**src/rtl/dcache_pkg.sv**
```systemverilog
// Shared state encoding, default widths and address-split helpers for the data cache.
package dcache_pkg;

  localparam int DCACHE_DATA_W = 32;
  localparam int DCACHE_ADDR_W = 32;
  localparam int DCACHE_IDX_W  = 4;

  typedef enum logic [1:0] {
    IDLE    = 2'd0,
    RD_WAIT = 2'd1,
    WR_WAIT = 2'd2,
    DONE    = 2'd3
  } dc_state_e;

  function automatic int lines(input int idx_w);
    return 1 << idx_w;
  endfunction

  // Two byte-offset bits sit below the index.
  function automatic int tag_w(input int addr_w, input int idx_w);
    return addr_w - idx_w - 2;
  endfunction

endpackage

```
**src/rtl/dcache_ctrl_if.sv**
```systemverilog
// CPU MEM-stage and backing-memory signal bundle; slave is the cache, master is the CPU/memory side.
interface dcache_ctrl_if import dcache_pkg::*; #(
  parameter int DATA_W = DCACHE_DATA_W,
  parameter int ADDR_W = DCACHE_ADDR_W
) ();

  logic              cpu_req_i;
  logic              cpu_we_i;
  logic [ADDR_W-1:0] cpu_addr_i;
  logic [DATA_W-1:0] cpu_wdata_i;
  logic [DATA_W-1:0] cpu_rdata_o;
  logic              cpu_stall_o;
  logic              mem_req_o;
  logic              mem_we_o;
  logic [ADDR_W-1:0] mem_addr_o;
  logic [DATA_W-1:0] mem_wdata_o;
  logic [DATA_W-1:0] mem_rdata_i;
  logic              mem_ack_i;

  modport slave (
    input  cpu_req_i, cpu_we_i, cpu_addr_i, cpu_wdata_i, mem_rdata_i, mem_ack_i,
    output cpu_rdata_o, cpu_stall_o, mem_req_o, mem_we_o, mem_addr_o, mem_wdata_o
  );

  modport master (
    output cpu_req_i, cpu_we_i, cpu_addr_i, cpu_wdata_i, mem_rdata_i, mem_ack_i,
    input  cpu_rdata_o, cpu_stall_o, mem_req_o, mem_we_o, mem_addr_o, mem_wdata_o
  );

endinterface

```
**src/rtl/dcache_tag_array.sv**
```systemverilog
// Valid/tag/data line storage: combinational read by index, synchronous write, synchronous valid clear.
// Only the valid bits are cleared; tag and data contents survive reset.
module dcache_tag_array import dcache_pkg::*; #(
  parameter int DATA_W = DCACHE_DATA_W,
  parameter int TAG_W  = 26,
  parameter int IDX_W  = DCACHE_IDX_W
) (
  input  logic              clk_i,
  input  logic              clr_i,
  input  logic [IDX_W-1:0]  idx_i,
  output logic              rd_vld_o,
  output logic [TAG_W-1:0]  rd_tag_o,
  output logic [DATA_W-1:0] rd_dat_o,
  input  logic              wr_en_i,
  input  logic [TAG_W-1:0]  wr_tag_i,
  input  logic [DATA_W-1:0] wr_dat_i
);

  localparam int LINES = lines(IDX_W);

  logic [LINES-1:0]  vld_q;
  logic [TAG_W-1:0]  tag_q [LINES];
  logic [DATA_W-1:0] dat_q [LINES];

  always_ff @(posedge clk_i) begin
    if (clr_i) begin
      vld_q <= '0;
    end else if (wr_en_i) begin
      vld_q[idx_i] <= 1'b1;
    end
  end

  always_ff @(posedge clk_i) begin
    if (wr_en_i) begin
      tag_q[idx_i] <= wr_tag_i;
      dat_q[idx_i] <= wr_dat_i;
    end
  end

  assign rd_vld_o = vld_q[idx_i];
  assign rd_tag_o = tag_q[idx_i];
  assign rd_dat_o = dat_q[idx_i];

endmodule

```
**src/rtl/dcache_ctrl.sv**
```systemverilog
// Direct-mapped, write-through, no-write-allocate data cache between the CPU MEM stage and memory.
// Define DCACHE_STATS_EN to add saturating hit_cnt_o / miss_cnt_o counters.
module dcache_ctrl import dcache_pkg::*; #(
  parameter int DATA_W = DCACHE_DATA_W,
  parameter int ADDR_W = DCACHE_ADDR_W,
  parameter int IDX_W  = DCACHE_IDX_W
) (
  input  logic         clk_i,
  input  logic         rst_i,
  dcache_ctrl_if.slave bus
`ifdef DCACHE_STATS_EN
  ,
  output logic [31:0]  hit_cnt_o,
  output logic [31:0]  miss_cnt_o
`endif
);

  localparam int TAG_W = tag_w(ADDR_W, IDX_W);

  dc_state_e         state_q, state_d;
  logic              mem_req_q, mem_req_d;
  logic              mem_we_q, mem_we_d;
  logic [ADDR_W-1:0] mem_addr_q, mem_addr_d;
  logic [DATA_W-1:0] mem_wdata_q, mem_wdata_d;
  logic [DATA_W-1:0] rdata_q, rdata_d;

  logic [ADDR_W-1:0] word_addr;
  logic [IDX_W-1:0]  idx;
  logic [TAG_W-1:0]  tag, line_tag;
  logic              line_vld, hit;
  logic [DATA_W-1:0] line_dat, wr_dat, cpu_rdata;
  logic              wr_en, stall;

  assign word_addr = bus.cpu_addr_i & ~ADDR_W'(3);
  // While waiting, look up the registered request so the refill/update hits the line that started it.
  assign idx = (state_q == IDLE) ? word_addr[IDX_W+1:2] : mem_addr_q[IDX_W+1:2];
  assign tag = (state_q == IDLE) ? word_addr[ADDR_W-1:IDX_W+2] : mem_addr_q[ADDR_W-1:IDX_W+2];
  assign hit = line_vld && (line_tag == tag);

  dcache_tag_array #(
    .DATA_W (DATA_W),
    .TAG_W  (TAG_W),
    .IDX_W  (IDX_W)
  ) u_lines (
    .clk_i    (clk_i),
    .clr_i    (!rst_i),
    .idx_i    (idx),
    .rd_vld_o (line_vld),
    .rd_tag_o (line_tag),
    .rd_dat_o (line_dat),
    .wr_en_i  (wr_en),
    .wr_tag_i (tag),
    .wr_dat_i (wr_dat)
  );

  always_comb begin
    state_d     = state_q;
    mem_req_d   = mem_req_q;
    mem_we_d    = mem_we_q;
    mem_addr_d  = mem_addr_q;
    mem_wdata_d = mem_wdata_q;
    rdata_d     = rdata_q;
    wr_en       = 1'b0;
    wr_dat      = bus.mem_rdata_i;
    stall       = 1'b0;
    cpu_rdata   = rdata_q;
    unique case (state_q)
      IDLE: begin
        if (bus.cpu_req_i) begin
          if (!bus.cpu_we_i && hit) begin
            cpu_rdata = line_dat;
          end else begin
            stall       = 1'b1;
            state_d     = bus.cpu_we_i ? WR_WAIT : RD_WAIT;
            mem_req_d   = 1'b1;
            mem_we_d    = bus.cpu_we_i;
            mem_addr_d  = word_addr;
            mem_wdata_d = bus.cpu_wdata_i;
          end
        end
      end
      RD_WAIT: begin
        stall = 1'b1;
        if (bus.mem_ack_i) begin
          wr_en     = 1'b1;
          rdata_d   = bus.mem_rdata_i;
          mem_req_d = 1'b0;
          mem_we_d  = 1'b0;
          state_d   = DONE;
        end
      end
      WR_WAIT: begin
        stall = 1'b1;
        if (bus.mem_ack_i) begin
          wr_en     = hit;
          wr_dat    = mem_wdata_q;
          mem_req_d = 1'b0;
          mem_we_d  = 1'b0;
          state_d   = DONE;
        end
      end
      DONE:    state_d = IDLE;
      default: state_d = IDLE;
    endcase
  end

  always_ff @(posedge clk_i) begin
    if (!rst_i) begin
      state_q     <= IDLE;
      mem_req_q   <= 1'b0;
      mem_we_q    <= 1'b0;
      mem_addr_q  <= '0;
      mem_wdata_q <= '0;
      rdata_q     <= '0;
    end else begin
      state_q     <= state_d;
      mem_req_q   <= mem_req_d;
      mem_we_q    <= mem_we_d;
      mem_addr_q  <= mem_addr_d;
      mem_wdata_q <= mem_wdata_d;
      rdata_q     <= rdata_d;
    end
  end

  assign bus.cpu_stall_o = stall;
  assign bus.cpu_rdata_o = cpu_rdata;
  assign bus.mem_req_o   = mem_req_q;
  assign bus.mem_we_o    = mem_we_q;
  assign bus.mem_addr_o  = mem_addr_q;
  assign bus.mem_wdata_o = mem_wdata_q;

`ifdef DCACHE_STATS_EN
  logic        hit_evt, miss_evt;
  logic [31:0] hit_cnt_q, miss_cnt_q;

  assign hit_evt  = (state_q == IDLE) && bus.cpu_req_i && !bus.cpu_we_i && hit;
  assign miss_evt = (state_q == IDLE) && bus.cpu_req_i && !bus.cpu_we_i && !hit;

  always_ff @(posedge clk_i) begin
    if (!rst_i) begin
      hit_cnt_q  <= '0;
      miss_cnt_q <= '0;
    end else begin
      if (hit_evt && (hit_cnt_q != '1)) hit_cnt_q <= hit_cnt_q + 32'd1;
      if (miss_evt && (miss_cnt_q != '1)) miss_cnt_q <= miss_cnt_q + 32'd1;
    end
  end

  assign hit_cnt_o  = hit_cnt_q;
  assign miss_cnt_o = miss_cnt_q;
`endif

  // The CPU must hold its request for the whole stall; dropping it is a pipeline bug upstream.
  assert property (@(posedge clk_i) disable iff (!rst_i) bus.cpu_stall_o |-> bus.cpu_req_i);

endmodule

```
**src/flat_wrapper.sv**
```systemverilog
// flat-port wrapper written by rule: the top's interface ports become plain ports
module dcache_ctrl_flat import dcache_pkg::*;
#(
  parameter int DATA_W = DCACHE_DATA_W,
  parameter int ADDR_W = DCACHE_ADDR_W,
  parameter int IDX_W  = DCACHE_IDX_W
)
  (clk_i, rst_i, bus_cpu_req_i, bus_cpu_we_i, bus_cpu_addr_i, bus_cpu_wdata_i, bus_mem_rdata_i, bus_mem_ack_i, bus_cpu_rdata_o, bus_cpu_stall_o, bus_mem_req_o, bus_mem_we_o, bus_mem_addr_o, bus_mem_wdata_o);
  dcache_ctrl_if #(.DATA_W(DATA_W), .ADDR_W(ADDR_W)) bus_i ();
  input  logic clk_i;
  input  logic rst_i;
  input wire logic [$bits(bus_i.cpu_req_i)-1:0] bus_cpu_req_i;
  input wire logic [$bits(bus_i.cpu_we_i)-1:0] bus_cpu_we_i;
  input wire logic [$bits(bus_i.cpu_addr_i)-1:0] bus_cpu_addr_i;
  input wire logic [$bits(bus_i.cpu_wdata_i)-1:0] bus_cpu_wdata_i;
  input wire logic [$bits(bus_i.mem_rdata_i)-1:0] bus_mem_rdata_i;
  input wire logic [$bits(bus_i.mem_ack_i)-1:0] bus_mem_ack_i;
  output wire logic [$bits(bus_i.cpu_rdata_o)-1:0] bus_cpu_rdata_o;
  output wire logic [$bits(bus_i.cpu_stall_o)-1:0] bus_cpu_stall_o;
  output wire logic [$bits(bus_i.mem_req_o)-1:0] bus_mem_req_o;
  output wire logic [$bits(bus_i.mem_we_o)-1:0] bus_mem_we_o;
  output wire logic [$bits(bus_i.mem_addr_o)-1:0] bus_mem_addr_o;
  output wire logic [$bits(bus_i.mem_wdata_o)-1:0] bus_mem_wdata_o;
  assign bus_i.cpu_req_i = bus_cpu_req_i;
  assign bus_i.cpu_we_i = bus_cpu_we_i;
  assign bus_i.cpu_addr_i = bus_cpu_addr_i;
  assign bus_i.cpu_wdata_i = bus_cpu_wdata_i;
  assign bus_i.mem_rdata_i = bus_mem_rdata_i;
  assign bus_i.mem_ack_i = bus_mem_ack_i;
  assign bus_cpu_rdata_o = bus_i.cpu_rdata_o;
  assign bus_cpu_stall_o = bus_i.cpu_stall_o;
  assign bus_mem_req_o = bus_i.mem_req_o;
  assign bus_mem_we_o = bus_i.mem_we_o;
  assign bus_mem_addr_o = bus_i.mem_addr_o;
  assign bus_mem_wdata_o = bus_i.mem_wdata_o;
  dcache_ctrl #(.DATA_W(DATA_W), .ADDR_W(ADDR_W), .IDX_W(IDX_W)) u_core (.clk_i(clk_i), .rst_i(rst_i), .bus(bus_i));
endmodule
```
**config.mk**
```make
export PLATFORM = sky130hd
export DESIGN_NAME = dcache_ctrl_flat
export DESIGN_NICKNAME = d
export VERILOG_FILES = /design/src/rtl/dcache_pkg.sv /design/src/rtl/dcache_ctrl_if.sv /design/src/rtl/dcache_tag_array.sv /design/src/rtl/dcache_ctrl.sv /design/src/flat_wrapper.sv
export SDC_FILE = /design/constraint.sdc
export NUM_CORES = 1
export LEC_CHECK = 0
export BUFFER_PORTS_ARGS = -buffer_cell sky130_fd_sc_hd__buf_4
export CAP_MARGIN = 20
export CORE_AREA = 2 2 246 309
export DETAILED_ROUTE_END_ITERATION = 6
export DIE_AREA = 0 0 248 311
export PLACE_DENSITY = 0.75
export SYNTH_ARGS = -nofsm -noshare
export SYNTH_HDL_FRONTEND = slang
export SYNTH_HIERARCHICAL = 1
export SYNTH_SLANG_ARGS = --single-unit
```
**constraint.sdc**
```tcl
create_clock -name clk_i -period 9.55 [get_ports clk_i]
set_input_delay 0 -clock clk_i [delete_from_list [all_inputs] [get_ports clk_i]]
set_output_delay 0 -clock clk_i [all_outputs]
set_load 0.01 [all_outputs]
```
## Word level (Yosys, flattened, before mapping)

Memories as Yosys holds them, arrays and structs flattened.
Index checks and enable logic that the tools add are counted.

| storage, ports and cells | value |
|---|---|
| flip-flop bits (word level) | 114 |
| output and inout port bits | 99 |
| memory bits (writable) | 928 |
| logic and storage cells | 62 |
| memories | 2 |

| operators by class | value |
|---|---|
| muxes and demuxes | 31 |
| order comparisons | 2 |
| reduce and logical (&&, ||, !) cells | 11 |
| bitwise logic cells | 2 |
| eq/ne operators | 7 |

Memories:

| memory | depth | width | rd ports | clocked after Yosys merged registers in | write ports | line | source |
|---|---|---|---|---|---|---|---|
| u_core.u_lines.dat_q | 16 | 32 | 1 | 0 | 1 | dcache_tag_array.sv:23 | `logic [DATA_W-1:0] dat_q [LINES];` |
| u_core.u_lines.tag_q | 16 | 26 | 1 | 0 | 1 | dcache_tag_array.sv:22 | `logic [TAG_W-1:0] tag_q [LINES];` |

Operator list:

| kind | count |
|---|---|
| $mux 32 | 5 |
| $eq 26x26->1 | 1 |
| $mux 26 | 1 |
| $or 16x16->16 | 1 |
| $mux 1 | 13 |
| $mux 2 | 4 |
| $pmux 1 s2 | 4 |
| $pmux 2 s3 | 1 |
| $reduce_and 3->1 | 2 |
| $lt 4x5->1 const B | 1 |
| $bmux 1 s4 | 1 |
| $demux 1 s4 | 1 |
| $eq 2x2->1 const B | 2 |
| $ge 4x1->1 const B | 1 |
| $mux 4 | 1 |
| $ne 2x2->1 const B | 2 |
| $reduce_and 4->1 | 1 |
| $logic_and 1x1->1 | 3 |
| $eq 2x1->1 const B | 1 |
| $logic_not 2->1 | 1 |
| $ne 2x1->1 const B | 1 |
| $reduce_and 2->1 | 1 |
| $reduce_bool 2->1 | 1 |
| $reduce_or 2->1 | 1 |
| 2 further kinds | 2 |

## Depth between registers and ports, before layout

| depth | value |
|---|---|
| word-level depth | 9 |
| mapped depth | 21 |
| mapped depth without buffers | 15 |

## By module

The synthesis kept the hierarchy.

Modules (own cells, without submodules):

| module | cells an instance | area an instance (um2) | instances |
|---|---|---|---|
| dcache_tag_array | 1505 | 35387.7 | 1 |
| dcache_ctrl | 524 | 5064.9 | 1 |

## Worst setup path before layout

No wires, ideal clock.

| timing path | value |
|---|---|
| kind | reg2reg |
| start | reg u_core.state_q[0] |
| end | mem u_core/u_lines/dat_q[0][0] in the netlist's numbering (enable) |
| buffers on the path | 6 |
| data arrival time | 8.348 ns |
| library setup time | 0.546 ns |
| stages on the path, launching flop included | 21 |
| path slack | 0.656 ns |
| cell sequence | dfxtp_1 -> inv_1 -> ha_1 -> buf_6 -> buf_2 -> buf_1 -> mux2_2 -> buf_4 -> buf_4 -> clkbuf_1 -> mux4_2 -> a22oi_1 -> nand2_1 -> xor2_1 -> nor4b_1 -> nand4_1 -> nor3_2 -> nand3_1 -> a21oi_1 -> or3b_1 -> nor3_1 |

| on the way | value |
|---|---|
| cells in the longest elaborated chain, start to end | 9 |

RTL lines:

| what | line | source |
|---|---|---|
| start, declared | dcache_ctrl.sv:20 | `dc_state_e state_q, state_d;` |
| start signal, assigned | dcache_ctrl.sv:116 | `state_q <= state_d;` |
| $logic_not 2->1 | dcache_ctrl.sv:36 | `assign idx = (state_q == IDLE) ? word_addr[IDX_W+1:2] : mem_addr_q[IDX_W+1:2];` |
| $mux 4 | dcache_ctrl.sv:36 |  |
| via u_core.idx[1] | dcache_ctrl.sv:28 | `logic [IDX_W-1:0] idx;` |
| $mem_v2 16x26 | - |  |
| via u_core.line_tag[14] | dcache_ctrl.sv:29 | `logic [TAG_W-1:0] tag, line_tag;` |
| $eq 26x26->1 | dcache_ctrl.sv:38 | `assign hit = line_vld && (line_tag == tag);` |
| $logic_and 1x1->1 | dcache_ctrl.sv:38 |  |
| $mux 1 | dcache_ctrl.sv:94 | `if (bus.mem_ack_i) begin` |
| $pmux 1 s2 | dcache_ctrl.sv:67 | `unique case (state_q)` |
| via u_core.wr_en | dcache_ctrl.sv:32 | `logic wr_en, stall;` |
| $mux 1 | dcache_tag_array.sv:34 | `if (wr_en_i) begin` |
| $mux 1 (implied by the code) | dcache_tag_array.sv:36 | `dat_q[idx_i] <= wr_dat_i;` |
| end, declared | dcache_tag_array.sv:23 |  |

The timed path passes the listed nets, and every way through them passes these cells. The select of a mux whose other input is x is not followed.

## Worst setup path after layout

| timing path | value |
|---|---|
| start | reg u_core.state_q[1] |
| end | mem u_core/u_lines/dat_q[7][8] in the netlist's numbering (enable) |

Same word-level chain as after synthesis.

==> flow_summary_export.csv <==
group,metric,value,unit
outcome,status,"finished, final reports clean",
clock_network,cts_tree,"yes",
placement,dpl.hpwl,49700,um
cells_and_area,antenna_cells,0,
clock_network,numClockSinks,1042,
worst_setup_path,slowest_stage,"nor2_4",
clock_network,cts_buffers,97,
yosys,async_flop_share,0,%
worst_setup_path,arrival,8.06,ns
worst_setup_path,r2r_slack,1.82,ns
timing,relSlewSlack,25.5,%
yosys,synth.distinct_cells,45,
clock_network,h-tree-depth,3,
timing,setup_viol,0,
timing,rsz0062_at_grt,"false",
grt,grt_antenna_before_repair,1,
floorplanning,row_count,112,
yosys,synth_seq_cells,1042,
drt,wl,92400,um
yosys,dominantRegCellSynth,"edfxtp_1",
grt,grt_first_pass_wirelength,137000,um
power,p_leak,16.2,nW
timing,fin_crit_sh,81.0,%
floorplanning,fp.dieW,248,um
yosys,avgSynthCellArea,19.9,um^2
worst_setup_path,cpPeakStageDelay,0.92,ns
clock_network,root_buffer,"clkbuf_16",
timing,finalHoldViolCount,0,
worst_setup_path,path_class,"flop to flop",
worst_setup_path,crit_fanout,85,
timing,period_minus_slack,7.73,ns
worst_setup_path,path_buf_inv,4,
grt,track_usage,24.2,%
cells_and_area,final_core_util,64.5,%
cells_and_area,area_growth,18.2,%
clock_network,cts_resized,0,
cells_and_area,final_common_cell,"edfxtp_1",
drt,ant_nets,0,
clock_network,hold_buffers,147,
run,drv_cap,0,
timing,worst_pin_slew,1.12,ns
yosys,synthesis.instances,2029,
drt,avgViaCountPerCell,6.10,
floorplanning,core-area,74100,um^2
yosys,yosysWarningCount,6,
clock_network,post_cts_buffers,0,
grt,grt_max_degree,86,
grt,grt_pass1_vias,21800,
worst_setup_path,path_cells,"inv_1 -> ha_2 -> buf_4 -> mux2_8 -> buf_4 -> mux4_2 -> a22oi_1 -> nand2_1 -> xor2_1 -> nor4_1 -> nand4_1 -> nor3_2 -> nand3_1 -> a21oi_1 -> nand3_1 -> nor2_4 -> buf_12",
grt,grt_overflow_total,0,
clock_network,clk_latency,0.68,ns
power,p_per_area,251,nW/um^2
floorplanning,num_io_pins,200,
timing,clock.fmax,129,MHz
power,ir_drop,0.000175,V
cells_and_area,n_fill_cell,4758,
floorplanning,die_area,77100,um^2
worst_setup_path,crit_family,"simple AND/OR/NAND/NOR gates",
floorplanning,initial_core_util,54.6,%
drt,vias,21000,
yosys,netlist_area,40500,um^2
timing,tns,0,ns
drt,drc_errors,0,
clock_network,cts_buffer_depth,3,
yosys,synth_edf_count,928,
drt,drt_iter0_markers,2099,
yosys,seq_area_frac_synth,74.5,%
cells_and_area,layout_common_cells,"928 x edfxtp_1, 236 x mux4_2, 235 x buf_4, 147 x dlygate4sd3_1, 128 x nand2_1",
clock_network,path_clk_slew,0.07,ns
worst_setup_path,critical_path_required,9.87,ns
cells_and_area,fin_nets,2504,
drt,wire_per_inst,26.8,um
min_path,hold_path_class,"input port to flop",
placement,gp_congestion,0.757,
floorplanning,die_h,311,um
worst_setup_path,start_kind,"flop",
timing,skew,0.0373,ns
placement,io_buffers,195,
worst_setup_path,crit_path_end_kind,"flop",
cells_and_area,drive_above_1_share,30.1,%
drt,dr.pass1.iters,5,
timing,drv_slew,0,
## registers in the layout, summed over array words and instances (netlist names)
register,cells
u_core/state_q,2
u_core/rdata_q,32
u_core/u_lines/vld_q,16
u_core/bus.mem_req_o,1
u_core/bus.mem_wdata_o,32
u_core/bus.mem_we_o,1
u_core/bus.mem_addr_o,30
u_core/u_lines/tag_q,416
u_core/u_lines/dat_q,512
## power breakdown
part	total [W]	internal (W)	switching, W
clock	0.00392	0.00224	0.00169
combinational	0.00270	0.00117	0.00153
sequential	0.00537	0.00530	0.0000692
## cells in the mapped netlist, drive strengths merged, types with 3 or more instances
cell	n	area (um^2)
nand2	130	488
nor4	5	31.3
mux4	236	5320
a21oi	53	265
edfxtp	928	27900
ha	4	50.1
dfxtp	114	2280
inv	5	18.8
nand3	3	15.0
nand3b	3	22.5
mux2i	62	621
xor2	26	228
a22oi	118	886
buf	57	464
o21ai	3	15.0
clkbuf	64	240
and2	3	18.8
mux2	94	1060
nor3	5	30.0
nor2	92	345
## per-stage QoR
stage          instance area, um^2  hold WS, ns  cells  worst slack, ns  power (W)
2_1_floorplan                40500        0.136   2030            0.656    0.00733
3_3_place_gp                 43100        0.227   3122             2.04    0.00802
3_5_place_dp                 43100        0.237   3122             1.80    0.00810
4_1_cts                      47800       0.0909   3450             1.77     0.0121
5_1_grt                      47800        0.141   3450             1.38     0.0124
6_report                     47800        0.123   3450             1.82     0.0120
## logic make-up after synthesis
family	Yosys count	synth area share, %
fa+ha+maj	4	0.124
flops	1042	74.5
buf+inv	126	1.79
xor+xnor	26	0.563
compound gates	182	3.04
mux	392	17.3
simple gates	256	2.65
other cells	1	0.00927
## area by class of cell
cell class                 count  area (um^2)  area share, %
multi-input combinational    862         9760           20.4
clock buffer                 120         2540           5.32
clock inverter                61          701           1.47
sequential                  1042        30100           63.1
tap                          969         1210           2.54
timing repair buffer         391         3420           7.14
inverter                       5         21.3         0.0445
## worst min-delay path, delay by kind of cell
kind                   cells  cell delay [ns]
AND/OR/NAND/NOR            1             0.07
multiplexers               1             0.05
buffers and inverters      2             0.63
## path summary, 6_finish.rpt
check,start,end,depth (start not counted)
hold / removal,bus_cpu_wdata_i[25],u_core/bus.mem_wdata_o[25],4
hold reg to reg,u_core/rdata_q[12],u_core/rdata_q[12],2
setup / recovery,u_core/state_q[1],u_core/u_lines/dat_q[7][8],17
setup reg to reg,u_core/state_q[1],u_core/u_lines/dat_q[7][8],17
## per-layer routing
layer	up-vias	global-route usage (%)	routed length, um
met5	-	0	13
met4	2	7.06	2320
met3	172	3.89	7260
met2	966	41.4	47900
met1	10900	32.2	34900
li1	8973	-	-
No activity file was read; power rests on OpenSTA's default activity.
